--- src/rtl/flow_pkg.sv ---
// flow_pkg: constants and types shared by flow_tick_gen, its button
// conditioners and the downstream LED shifter.
//   SPEED_W / SPEED_MAX : width and ceiling of the speed level
//   DIR_LEFT / DIR_RIGHT: shift direction encoding (0x01 -> 0x80 is LEFT)
//   btn_evt_t           : one-cycle press events, one bit per button
package flow_pkg;

  localparam int                  SPEED_W   = 2;
  localparam logic [SPEED_W-1:0]  SPEED_MAX = 2'd3;

  localparam logic DIR_LEFT  = 1'b0;
  localparam logic DIR_RIGHT = 1'b1;

  localparam int NUM_BTNS = 4;

  // Bit order matches the raw button vector built in the top:
  // faster is the MSB, dir the LSB.
  typedef struct packed {
    logic faster;
    logic slower;
    logic pause;
    logic dir;
  } btn_evt_t;

endpackage

--- src/rtl/btn_debounce.sv ---
// btn_debounce: conditions one raw asynchronous push-button.
//   clock, reset : system clock, synchronous active-high reset
//   btn_raw      : raw button level, active-high, asynchronous
//   press        : one-cycle registered pulse per accepted rising edge
// A level is accepted only after the synchronised input has differed from
// the accepted level for DEBOUNCE_CYCLES consecutive cycles.
module btn_debounce #(
  parameter int DEBOUNCE_CYCLES = 1_000_000
) (
  input  logic clock,
  input  logic reset,
  input  logic btn_raw,
  output logic press
);

  localparam int             CW       = $clog2(DEBOUNCE_CYCLES);
  localparam logic [CW-1:0]  CNT_LAST = CW'(DEBOUNCE_CYCLES - 1);

  logic          sync1_q, sync1_d;
  logic          sync2_q, sync2_d;
  logic [CW-1:0] stab_q,  stab_d;
  logic          level_q, level_d;
  logic          level_dly_q, level_dly_d;
  logic          press_q, press_d;

  always_comb begin
    sync1_d     = btn_raw;
    sync2_d     = sync1_q;
    level_d     = level_q;
    stab_d      = stab_q;
    // Any cycle where the input agrees with the accepted level restarts
    // the stability window, so short glitches never accumulate.
    if (sync2_q == level_q) begin
      stab_d = '0;
    end else if (stab_q == CNT_LAST) begin
      level_d = ~level_q;
      stab_d  = '0;
    end else begin
      stab_d = stab_q + CW'(1);
    end
    level_dly_d = level_q;
    press_d     = level_q & ~level_dly_q;
  end

  always_ff @(posedge clock) begin
    if (reset) begin
      sync1_q     <= 1'b0;
      sync2_q     <= 1'b0;
      stab_q      <= '0;
      level_q     <= 1'b0;
      level_dly_q <= 1'b0;
      press_q     <= 1'b0;
    end else begin
      sync1_q     <= sync1_d;
      sync2_q     <= sync2_d;
      stab_q      <= stab_d;
      level_q     <= level_d;
      level_dly_q <= level_dly_d;
      press_q     <= press_d;
    end
  end

  assign press = press_q;

endmodule

--- src/rtl/flow_tick_gen.sv ---
// flow_tick_gen: button-controlled step-rate generator for the LED shifter.
//   clock, reset           : system clock, synchronous active-high reset
//   btn_faster/btn_slower  : raw buttons, step speed up / down (saturating)
//   btn_pause, btn_dir     : raw buttons, toggle paused / direction
//   tick                   : one-cycle step strobe every BASE_PERIOD>>speed
//   dir, paused, speed     : registered state for the shifter and status LEDs
module flow_tick_gen
  import flow_pkg::*;
#(
  parameter int DEBOUNCE_CYCLES = 1_000_000,
  parameter int BASE_PERIOD     = 16_777_216,
  parameter int CNT_W           = 24
) (
  input  logic               clock,
  input  logic               reset,
  input  logic               btn_faster,
  input  logic               btn_slower,
  input  logic               btn_pause,
  input  logic               btn_dir,
  output logic               tick,
  output logic               dir,
  output logic               paused,
  output logic [SPEED_W-1:0] speed
);

  logic [NUM_BTNS-1:0] btn_raw;
  logic [NUM_BTNS-1:0] evt_vec;
  btn_evt_t            evt;

  assign btn_raw = {btn_faster, btn_slower, btn_pause, btn_dir};
  assign evt     = btn_evt_t'(evt_vec);

  for (genvar g = 0; g < NUM_BTNS; g++) begin : gen_btn
    btn_debounce #(
      .DEBOUNCE_CYCLES (DEBOUNCE_CYCLES)
    ) u_db (
      .clock   (clock),
      .reset   (reset),
      .btn_raw (btn_raw[g]),
      .press   (evt_vec[g])
    );
  end

  logic [SPEED_W-1:0] speed_q, speed_d;
  logic               paused_q, paused_d;
  logic               dir_q, dir_d;
  logic [CNT_W-1:0]   cnt_q, cnt_d;
  logic               tick_q, tick_d;
  logic [CNT_W-1:0]   last_cnt;

  // Terminal count for the current speed (period = BASE_PERIOD >> speed).
  always_comb begin
    case (speed_q)
      2'd0:    last_cnt = CNT_W'(BASE_PERIOD - 1);
      2'd1:    last_cnt = CNT_W'(BASE_PERIOD / 2 - 1);
      2'd2:    last_cnt = CNT_W'(BASE_PERIOD / 4 - 1);
      default: last_cnt = CNT_W'(BASE_PERIOD / 8 - 1);
    endcase
  end

  always_comb begin
    speed_d = speed_q;
    // Opposing events in the same cycle cancel; saturated presses are no-ops.
    if (evt.faster && !evt.slower && speed_q != SPEED_MAX)
      speed_d = speed_q + SPEED_W'(1);
    else if (evt.slower && !evt.faster && speed_q != '0)
      speed_d = speed_q - SPEED_W'(1);

    paused_d = paused_q ^ evt.pause;
    dir_d    = dir_q ^ evt.dir;

    // Counting uses the registered paused value, so a pause event still
    // lets a tick due on the same edge fire.
    cnt_d  = cnt_q;
    tick_d = 1'b0;
    if (speed_d != speed_q) begin
      cnt_d = '0;
    end else if (!paused_q) begin
      if (cnt_q == last_cnt) begin
        cnt_d  = '0;
        tick_d = 1'b1;
      end else begin
        cnt_d = cnt_q + CNT_W'(1);
      end
    end
  end

  always_ff @(posedge clock) begin
    if (reset) begin
      speed_q  <= '0;
      paused_q <= 1'b0;
      dir_q    <= DIR_LEFT;
      cnt_q    <= '0;
      tick_q   <= 1'b0;
    end else begin
      speed_q  <= speed_d;
      paused_q <= paused_d;
      dir_q    <= dir_d;
      cnt_q    <= cnt_d;
      tick_q   <= tick_d;
    end
  end

  assign tick   = tick_q;
  assign dir    = dir_q;
  assign paused = paused_q;
  assign speed  = speed_q;

endmodule
--- config.mk ---
export PLATFORM = sky130hd
export DESIGN_NAME = flow_tick_gen
export DESIGN_NICKNAME = d
export VERILOG_FILES = /design/src/rtl/flow_pkg.sv /design/src/rtl/btn_debounce.sv /design/src/rtl/flow_tick_gen.sv
export SDC_FILE = /design/constraint.sdc
export NUM_CORES = 1
export LEC_CHECK = 0
export BUFFER_PORTS_ARGS = -buffer_cell sky130_fd_sc_hd__buf_2
export CAP_MARGIN = 20
export CORE_AREA = 2 2 128 93
export CTS_CLUSTER_SIZE = 24
export DETAILED_ROUTE_END_ITERATION = 8
export DIE_AREA = 0 0 130 95
export PLACE_DENSITY_LB_ADDON = 0.1
export SYNTH_ARGS = -nofsm -noshare
export SYNTH_HDL_FRONTEND = slang
export SYNTH_SLANG_ARGS = --single-unit
export TNS_END_PERCENT = 30
--- constraint.sdc ---
create_clock -name clock -period 2.34 [get_ports clock]
set_clock_uncertainty 0.15 [all_clocks]
set_input_delay 0.234 -clock clock [delete_from_list [all_inputs] [get_ports clock]]
set_output_delay 0.234 -clock clock [all_outputs]
set_load 0.005 [all_outputs]
**Yosys cells after proc, flatten, opt, wreduce, memory -nomap -nowiden**

Cells that the tools add are included.
Widths: inputs -> output; s select.

- Output and inout bits: 5
- Input bits: 6
- Word-level logic and storage cells: 90
- Register bits: 129

- Equal/unequal tests: 13
- Multiplexer cells: 5
- Add/sub/neg operators: 7
- Bitwise logic cells: 18
- Reductions and logical operators: 18

Operators by type and width:

| operator | number |
|---|---|
| $add 20x1->20 const B | 4 |
| $eq 20x20->1 const B | 4 |
| $pmux 24 s3 | 1 |
| $add 24x1->24 const B | 1 |
| $eq 24x24->1 | 1 |
| $mux 24 | 1 |
| $reduce_or 3->1 | 5 |
| $not 1->1 | 12 |
| $reduce_and 2->1 | 4 |
| $and 1x1->1 | 4 |
| $eq 1x1->1 | 4 |
| $logic_and 1x1->1 | 4 |
| $mux 2 | 2 |
| $add 2x1->2 const B | 1 |
| $eq 2x1->1 const B | 1 |
| $eq 2x2->1 const B | 1 |
| $logic_not 1->1 | 2 |
| $logic_not 2->1 | 1 |
| $ne 2x2->1 | 1 |
| $ne 2x2->1 const B | 1 |
| $reduce_bool 2->1 | 1 |
| $reduce_or 2->1 | 1 |
| $sub 2x1->2 const B | 1 |
| $xor 1x1->1 | 2 |
| $mux 1 | 1 |

**Logic depth before layout (Yosys ltp)**

Gate-level depths: netlist of run 1.

- Word-level depth: 7
- Gate-level depth with buffers: 8
- Mapped depth without buffers: 7

**Modules after synthesis**

From an unflattened synthesis of run 1, not the netlist that was laid out.

- Cells, all modules: 639
- Area, all modules: 5745.5 µm²

By module, submodules not included:

| module | times used | seq. area each (µm²) | cells each | area each (µm²) |
|---|---|---|---|---|
| btn_debounce | 4 | 500.5 | 119 | 1067.3 |
| flow_tick_gen | 1 | 580.6 | 163 | 1476.4 |

**Least setup slack after synthesis of run 1**

OpenSTA, ideal clock, no wires.

- Path type: register to register
- From: reg gen_btn[2].u_db.stab_q[0]
- To: reg gen_btn[2].u_db.stab_q[12]
- Data required time: 2073 ps
- Path slack: 505 ps
- Cell stages (with the launch flop): 8
- Buffers on the path: 1
- Setup time: 117 ps
- Arrival time: 1568 ps
- Period minus slack after synthesis: 1835 ps
- Path through: dfxtp_1 > ha_1 > and4_1 > nand2_1 > nor4_2 > or3_1 > buf_2 > nor2_1

- Cells in the longest elaborated chain, start to end: 2
- Elaborated cells between the ends (all ways): 3
- Classes of those cells: add/sub (1); eq/ne (1); reduce/logical (1)

RTL lines:

| element | RTL line | source |
|---|---|---|
| from (decl) | btn_debounce.sv:21 | `logic [CW-1:0] stab_q, stab_d;` |
| from (signal assigned) | btn_debounce.sv:56 | `stab_q <= stab_d;` |
| parallel branches: the longest is 2 deep, another holds $add 20x1->20 | n/a |  |

Several ways; the timed one is not identified.
A chain may end at the register's enable or synchronous reset.

**Worst setup path in the final report of run 1**

- From: reg gen_btn[2].u_db.stab_q[0]
- To: reg gen_btn[2].u_db.stab_q[4]

Same word-level chain as after synthesis.

==> metrics.sh, run 1 <==
STATUS='finished clean'
CLOCK_INSERTION_DELAY_WORST_SKEW_NS=0.41
FLOORPLAN.DIE_AREA_UM2=12350
WORST_R2R_PATH_DEPTH=7
VIA_COUNT_OF_THE_FIRST_GLOBAL_ROUTING_PASS=3747
TRACK_USAGE=0.1714
CTS.SINK_COUNT=129
TIMING.SLEW.HEADROOM=0.6058
CRIT_FANOUT=20
START_UTIL=0.4804
CLOCK_TREE_FROM_TRITONCTS='done'
ROUTE.VIAS.TOTAL=3946
MOST_USED_FLIP_FLOP_CELL_AFTER_SYNTHESIS='sky130_fd_sc_hd__dfxtp_1'
SYN_AREA_UM2=5415
SYNTH-WARNING-COUNT=0
GRT_SETUP_UNREPAIRED='false'
HOLD_PATH_CLASS='input pin to flip-flop'
MAX_CLOCK_FREQ_MHz=476.5
P_INT_uW=3793
CLOCK_TREE.BUFFER_DEPTH=2
TYPE_OF_THE_WORST_SETUP_PATH='flip-flop to flip-flop'
FLOORPLAN.ROWS=33
FLOORPLAN.DIE.HEIGHT_UM=95
SYNTHESIS.INSTANCES=593
POSTSYNTHAREAPERCELL_UM2=9.132
PATH_CLK_SLEW_NS=0.06
SYNTHARSTFLOPSHARE=0
FILL_CELLS=1038
FINALWEIGHTEDCONGESTION=0.7820
FIN_SETUP_TNS_NS=0
REPORT.FINAL.HOLD_VIOL_COUNT=0
CTSROOTBUFFERMASTER='sky130_fd_sc_hd__clkbuf_16'
HOLDPATHEND='gen_btn[1].u_db.level_dly_d$_SDFFE_PP0P_'
SETUP_VIOL=0
CRIT-REG2REG-CAPTURE='gen_btn[2].u_db.stab_q[4]$_SDFF_PP0_'
PLACED_CELLS=761
TIGHTEST_SLEW_NS=0.5868
TIMING.FINAL.CRIT_PERIOD_NS=2.098
BUFFER_PORTS.INSERTED=10
ENDPOINT_KIND='flip-flop'
ANTENNA_FOUND_INITIAL=0
LAYOUT.CELLS.NON_FILLER=797
CRIT_REQUIRED_NS=2.48
SYNTH-EDFF-COUNT=0
SLEW_VIOLATIONS=0
WORST_SETUP_PATH_STARTPOINT='gen_btn[2].u_db.stab_q[0]$_SDFF_PP0_'
MAXIMUM_CAPACITANCE_VIOLATIONS=0
PIN_COUNT_OF_THE_BIGGEST_NET_ENTERING_GLOBAL_ROUTING=21
DESIGN.CORE.AREA_UM2=11270
ROUTE.DETAILED.DRC=0
POST_DRT_WL_PER_CELL_UM=11.98
ANTENNA-DIODE-COUNT=0
TRITONCTS.NUM_BUFFERS=17
INITIALDRTVIOLATIONCOUNT=176
YS_SEQ_AREA_FRAC=0.4769
LAYOUT-DRIVE-GT1-SHARE=0.1031
VIASPERCELL=4.951
GRT_OVERFLOW=0
POWER.SWITCHING_uW=1023
HP-START='reset'
FF2FF_SETUP_SLACK_NS=0.24
POWER.SEQUENTIAL.FRACTION=0.462
YOSYS_REGISTER_BITS=129
TOTALPOWERFINAL_uW=4816
YOSYS.AREA.TOP_TYPE='sky130_fd_sc_hd__dfxtp_1'
GRT_FIRST_PASS_WIRELENGTH_UM=16700
POWER-PER-CELL-AREA_nW_PER_UM2=760.7
SWSHARE=0.2123
DOMINANT_CELLS_BY_AREA_AFTER_SYNTHESIS='sky130_fd_sc_hd__dfxtp_1 (48%), sky130_fd_sc_hd__xor2_1 (11%), sky130_fd_sc_hd__nor2_1 (8.2%), sky130_fd_sc_hd__xnor2_1 (5.5%), sky130_fd_sc_hd__nand3_1 (3.7%)'
SYNTH_CELL_TYPE_COUNT=42
SYNTH_TOP_AREA_SHARE=0.4769
POST_SYNTHESIS_TO_FINAL_LAYOUT_AREA_GROWTH_PCT=16.91
POSTSYNTHNETCOUNT=608
REGTOREGSTARTPOINT='gen_btn[2].u_db.stab_q[0]$_SDFF_PP0_'
PLACE_HPWL_UM=6586
WIRELENGTH_UM=9547
START_KIND='flip-flop'
DETAILEDROUTE.FIRSTPASSITERATIONCOUNT=5
POWER.SHARE.COMBINATIONAL=0.017
ARRIVAL_NS=2.24
CRITICAL_PATH.MAX_STAGE_DELAY_NS=0.38
CTS_SETUP_BUFFERS=0
HIGHEST_IR_DROP_SEEN_ON_VDD_mV=0.5585
CRITICAL_PATH.SLOWEST_CELL='sky130_fd_sc_hd__dfxtp_1'
LEAKAGEPOWER_uW=0.002259
TOP_FAMILY_BY_DELAY_ON_CRITICAL_PATH='simple AND/OR/NAND/NOR gates'
IOPINCOUNT=11
POWER_FRAC_CLOCK=0.521
HOLD_DEPTH=2
FINALNETCOUNT=642
DIE_W_UM=130
FINISH.UTILIZATION=0.5617
FINAL_ANTENNA_NET_COUNT=0
CP.BUFFERS_INVERTERS=1
HTREEDEPTH=4
WORSTPATHCELLLIST='ha_1 > and4_1 > nand2_1 > nor4_2 > or3_1 > buf_4 > nor2_1'
FIN_CRIT_SH=0.8968
## state kept, by name, summed over array words and instances (netlist names)
name                      count
cnt_q                        24
dir                           1
gen_btn.u_db.level_dly_d      4
gen_btn.u_db.level_dly_q      4
gen_btn.u_db.press            4
gen_btn.u_db.stab_q          80
gen_btn.u_db.sync1_q          4
gen_btn.u_db.sync2_q          4
paused                        1
speed                         2
tick                          1
## Yosys cell counts, types with 3 or more instances
cell,count
sky130_fd_sc_hd__nand3_1,40
sky130_fd_sc_hd__and2_1,5
sky130_fd_sc_hd__a21oi_1,5
sky130_fd_sc_hd__buf_4,3
sky130_fd_sc_hd__nor3_1,10
sky130_fd_sc_hd__nor2_1,118
sky130_fd_sc_hd__inv_1,9
sky130_fd_sc_hd__mux2i_1,3
sky130_fd_sc_hd__o21ai_0,3
sky130_fd_sc_hd__nor4_1,6
sky130_fd_sc_hd__and3_1,13
sky130_fd_sc_hd__dfxtp_1,129
sky130_fd_sc_hd__or3_1,3
sky130_fd_sc_hd__and4_1,15
sky130_fd_sc_hd__nand2_1,35
sky130_fd_sc_hd__nor3b_1,3
sky130_fd_sc_hd__clkbuf_1,4
sky130_fd_sc_hd__nand3b_1,4
sky130_fd_sc_hd__xnor2_1,34
sky130_fd_sc_hd__ha_1,9
sky130_fd_sc_hd__nand4_1,27
sky130_fd_sc_hd__xor2_1,66
sky130_fd_sc_hd__nor2b_1,17
sky130_fd_sc_hd__buf_2,9
sky130_fd_sc_hd__nor4b_1,4
## logic make-up (layout without fill, tap and decap cells)
| kind of cell | after synthesis | count (layout) | share of synthesized area |
|---|---|---|---|
| mux | 3 | 3 | 0.005546 |
| buf+inv | 25 | 72 | 0.02149 |
| flops | 129 | 129 | 0.4769 |
| simple gates | 312 | 312 | 0.2951 |
| xor+xnor | 100 | 100 | 0.1617 |
| fa+ha+maj | 9 | 9 | 0.02080 |
| compound gates | 15 | 15 | 0.01849 |
## layout by cell type, fill, tap and decap left out, types with 17 or more instances in the layout
master / instances
sky130_fd_sc_hd__dfxtp_1: 129
sky130_fd_sc_hd__nor2_1: 118
sky130_fd_sc_hd__xor2_1: 66
sky130_fd_sc_hd__nand3_1: 40
sky130_fd_sc_hd__nand2_1: 35
sky130_fd_sc_hd__xnor2_1: 34
sky130_fd_sc_hd__nand4_1: 27
sky130_fd_sc_hd__nor2b_1: 17
sky130_fd_sc_hd__clkbuf_16: 17
sky130_fd_sc_hd__buf_4: 17
## through the flow
stage / instance area (um^2) / hold WS, ns / setup slack, ns
finish: 6331 / 0.05625 / 0.2416
global route: 6331 / 0.06507 / 0.02919
CTS: 6322 / 0.04253 / 0.08941
detailed placement: 5707 / 0.2271 / 0.09947
global placement: 5707 / 0.2225 / 0.1880
floorplan: 5415 / 0.1631 / 0.5050
## per-layer routing
| layer | part of all wire | GRT usage | vias to the layer above |
|---|---|---|---|
| li1 | - | - | 2080 |
| met1 | 0.52 | 0.2191 | 1822 |
| met2 | 0.44 | 0.2705 | 34 |
| met3 | 0.026 | 0.05269 | 10 |
| met4 | 0.012 | 0.06989 | 0 |
| met5 | 0 | 0 | - |
## worst max path at each step
stage	cells after the start	end
after floorplan	7	gen_btn[2].u_db.stab_q[12]$_SDFF_PP0_
after global placement	6	cnt_q[23]$_SDFFE_PP0N_
after detailed placement	6	cnt_q[19]$_SDFFE_PP0N_
after CTS	6	cnt_q[5]$_SDFFE_PP0N_
after global routing	7	gen_btn[2].u_db.stab_q[7]$_SDFF_PP0_
final	7	gen_btn[2].u_db.stab_q[4]$_SDFF_PP0_
## what timing repair did
item                                    4_1_cts  5_1_grt
hold buffers                                  4        0
endpoints found under the setup margin        0       11
endpoints found under the hold margin         4        0
resized for setup                             0        1
## cell type report
class	count	area [um^2]	share of cell area
Multi-Input combinational cell	439	2725	0.4304
Sequential cell	129	2582	0.4079
Clock buffer	20	466.7	0.07372
Timing Repair Buffer	31	217.7	0.03439
Tap cell	157	196.4	0.03103
Clock inverter	12	108.9	0.01719
Inverter	9	33.78	0.005336
## power by group through the flow
stage | clock network [uW] | logic (uW) | registers, uW
2_1_floorplan | 0 | 52.8 | 2270
3_3_place_gp | 0 | 77.5 | 2270
3_5_place_dp | 0 | 79.1 | 2270
4_1_cts | 2580 | 84.3 | 2220
5_1_grt | 2670 | 95.7 | 2230
6_report | 2510 | 84.2 | 2220
(Power assumes the default switching activity.)
==> run 2, diff against run 1 <==
CTS_BUF_LIST = sky130_fd_sc_hd__clkbuf_16   (was not set)
MAX_ROUTING_LAYER = met4   (was not set)
==> run 2 against run 1 <==
Against the previous run:
- design area down 0.47%
- fmax about the same
- worst setup slack about the same
- non-clock buffer count unchanged
- global-route usage up 0.53 points
- largest cell class unchanged
- sequential share of layout area up 0.19 points
==> metrics.sh, run 2 (synthesis gave the netlist of run 1 again) <==
REPORT.FINAL.HOLD_VIOL_COUNT=0
CTS_SETUP_BUFFERS=0
PLACED_CELLS=761
FINAL_ANTENNA_NET_COUNT=0
DESIGN.CORE.AREA_UM2=11270
SETUP_VIOL=0
CRIT_REQUIRED_NS=2.48
POST_SYNTHESIS_TO_FINAL_LAYOUT_AREA_GROWTH_PCT=16.36
PLACE_HPWL_UM=6586
CTSROOTBUFFERMASTER='sky130_fd_sc_hd__clkbuf_16'
FINISH.UTILIZATION=0.5590
POWER-PER-CELL-AREA_nW_PER_UM2=749.1
FINALNETCOUNT=642
ARRIVAL_NS=2.24
HTREEDEPTH=4
FINALWEIGHTEDCONGESTION=0.7928
LAYOUT-DRIVE-GT1-SHARE=0.09844
ENDPOINT_KIND='flip-flop'
TRACK_USAGE=0.1767
DETAILEDROUTE.FIRSTPASSITERATIONCOUNT=5
TYPE_OF_THE_WORST_SETUP_PATH='flip-flop to flip-flop'
REGISTERS_WITH_THE_HIGHEST_FLIP_FLOP_COUNTS='gen_btn.u_db.stab_q (80), cnt_q (24)'
CLOCK_TREE.BUFFER_DEPTH=2
ANTENNA_FOUND_INITIAL=0
TRITONCTS.NUM_BUFFERS=17
REGTOREGSTARTPOINT='gen_btn[2].u_db.stab_q[0]$_SDFF_PP0_'
STATUS='finished clean'
ANTENNA-DIODE-COUNT=0
HP-START='reset'
FIN_SETUP_TNS_NS=0
WIRELENGTH_UM=9546
VIASPERCELL=4.961
START_UTIL=0.4804
CLOCK_TREE_FROM_TRITONCTS='done'
CRIT_FANOUT=20
VIA_COUNT_OF_THE_FIRST_GLOBAL_ROUTING_PASS=3758
GRT_OVERFLOW=0
WORST_SETUP_PATH_STARTPOINT='gen_btn[2].u_db.stab_q[0]$_SDFF_PP0_'
LAYOUT.CELLS.MOST_COMMON='sky130_fd_sc_hd__dfxtp_1'
TIMING.FINAL.CRIT_PERIOD_NS=2.098
DIE_W_UM=130
GRT_SETUP_UNREPAIRED='false'
LARGEST_REGISTER_FFS=80
POST_DRT_WL_PER_CELL_UM=11.98
ROUTE.VIAS.TOTAL=3954
TOP_REGISTER='gen_btn.u_db.stab_q'
FLOORPLAN.DIE.HEIGHT_UM=95
PIN_COUNT_OF_THE_BIGGEST_NET_ENTERING_GLOBAL_ROUTING=21
TIMING.SLEW.HEADROOM=0.6073
FLOORPLAN.DIE_AREA_UM2=12350
GRTUSAGEMET3=0.04589
FINAL_CELL_MIX='sky130_fd_sc_hd__dfxtp_1 (129), sky130_fd_sc_hd__nor2_1 (118), sky130_fd_sc_hd__xor2_1 (66)'
ROUTE.DETAILED.DRC=0
START_KIND='flip-flop'
INITIALDRTVIOLATIONCOUNT=163
FLOORPLAN.ROWS=33
ROUTING_USAGE_ON_MET2=0.2705
HOLD_PATH_CLASS='input pin to flip-flop'
GROUTE.LAYER.MET1.USAGE=0.2198
LEAKAGEPOWER_uW=0.002242
LAYOUT.CELLS.NON_FILLER=797
MAXIMUM_CAPACITANCE_VIOLATIONS=0
GLOBAL_ROUTE.PEAK_USAGE_LAYER='met2'
BUFFER_PORTS.INSERTED=10
CTS.SINK_COUNT=129
FIN_CRIT_SH=0.8968
TIGHTEST_SLEW_NS=0.5846
CLOCK_INSERTION_DELAY_WORST_SKEW_NS=0.41
IOPINCOUNT=11
FF2FF_SETUP_SLACK_NS=0.24
HIGHEST_IR_DROP_SEEN_ON_VDD_mV=0.5652
MAX_CLOCK_FREQ_MHz=476.5
GRT_FIRST_PASS_WIRELENGTH_UM=16720
PATH_CLK_SLEW_NS=0.06
SLEW_VIOLATIONS=0
run 2: cell count changes in the layout (fill, tap and decap cells not counted), sizes merged:
| cell | change |
|---|---|
| clkbuf | -3 |
| clkinv | +3 |
run 2: critical path: stages, from the launching register on:
cell and delay, ns:
sky130_fd_sc_hd__dfxtp_1 0.38, sky130_fd_sc_hd__ha_1 0.24, sky130_fd_sc_hd__and4_1 0.26, sky130_fd_sc_hd__nand2_1 0.11
sky130_fd_sc_hd__nor4_2 0.36, sky130_fd_sc_hd__or3_1 0.16, sky130_fd_sc_hd__buf_4 0.23, sky130_fd_sc_hd__nor2_1 0.08
run 2: timing repair:
action / CTS / global route
hold buffers: 4 / 0
endpoints found under the setup margin: 0 / 11
resized for setup: 0 / 1
endpoints found under the hold margin: 4 / 0
run 2: routing by layer:
metal | vias up | part of all wire
met3 | 16 | 0.025
met1 | 1820 | 0.52
met4 | 0 | 0.016
met2 | 40 | 0.44
met5 | - | 0
li1 | 2078 | -
run 2: worst paths after layout:
check,to,cells after the start
worst max-delay path,gen_btn[2].u_db.stab_q[4]$_SDFF_PP0_,7
worst min-delay path,gen_btn[1].u_db.level_dly_d$_SDFFE_PP0P_,2
worst max register to register,gen_btn[2].u_db.stab_q[4]$_SDFF_PP0_,7
worst min register to register,gen_btn[2].u_db.press$_SDFF_PP0_,1
run 2: cell type report:
| cell class | count | area [um^2] |
|---|---|---|
| inverter | 9 | 33.78 |
| sequential | 129 | 2582 |
| tap | 157 | 196.4 |
| clock buffer | 17 | 425.4 |
| clock inverter | 15 | 120.1 |
| multi-input combinational | 439 | 2725 |
| timing repair buffer | 31 | 217.7 |
| fill | 1044 | 4971 |
run 2: through the flow:
stage	total power [uW]	worst slack [ns]	hold slack (ns)	cell area (um^2)
floorplan	2323	0.5050	0.1631	5415
global placement	2349	0.1880	0.2225	5707
detailed placement	2351	0.09947	0.2271	5707
CTS	4780	0.08941	0.04253	6292
global route	4887	0.01650	0.06690	6301
finish	4720	0.2415	0.05048	6301
run 2: power breakdown:
part	leakage [uW]	switching [uW]	internal, uW
registers	0.00104	11.8	2210
clock network	0.000254	967	1440
logic	0.000948	47.0	37.1
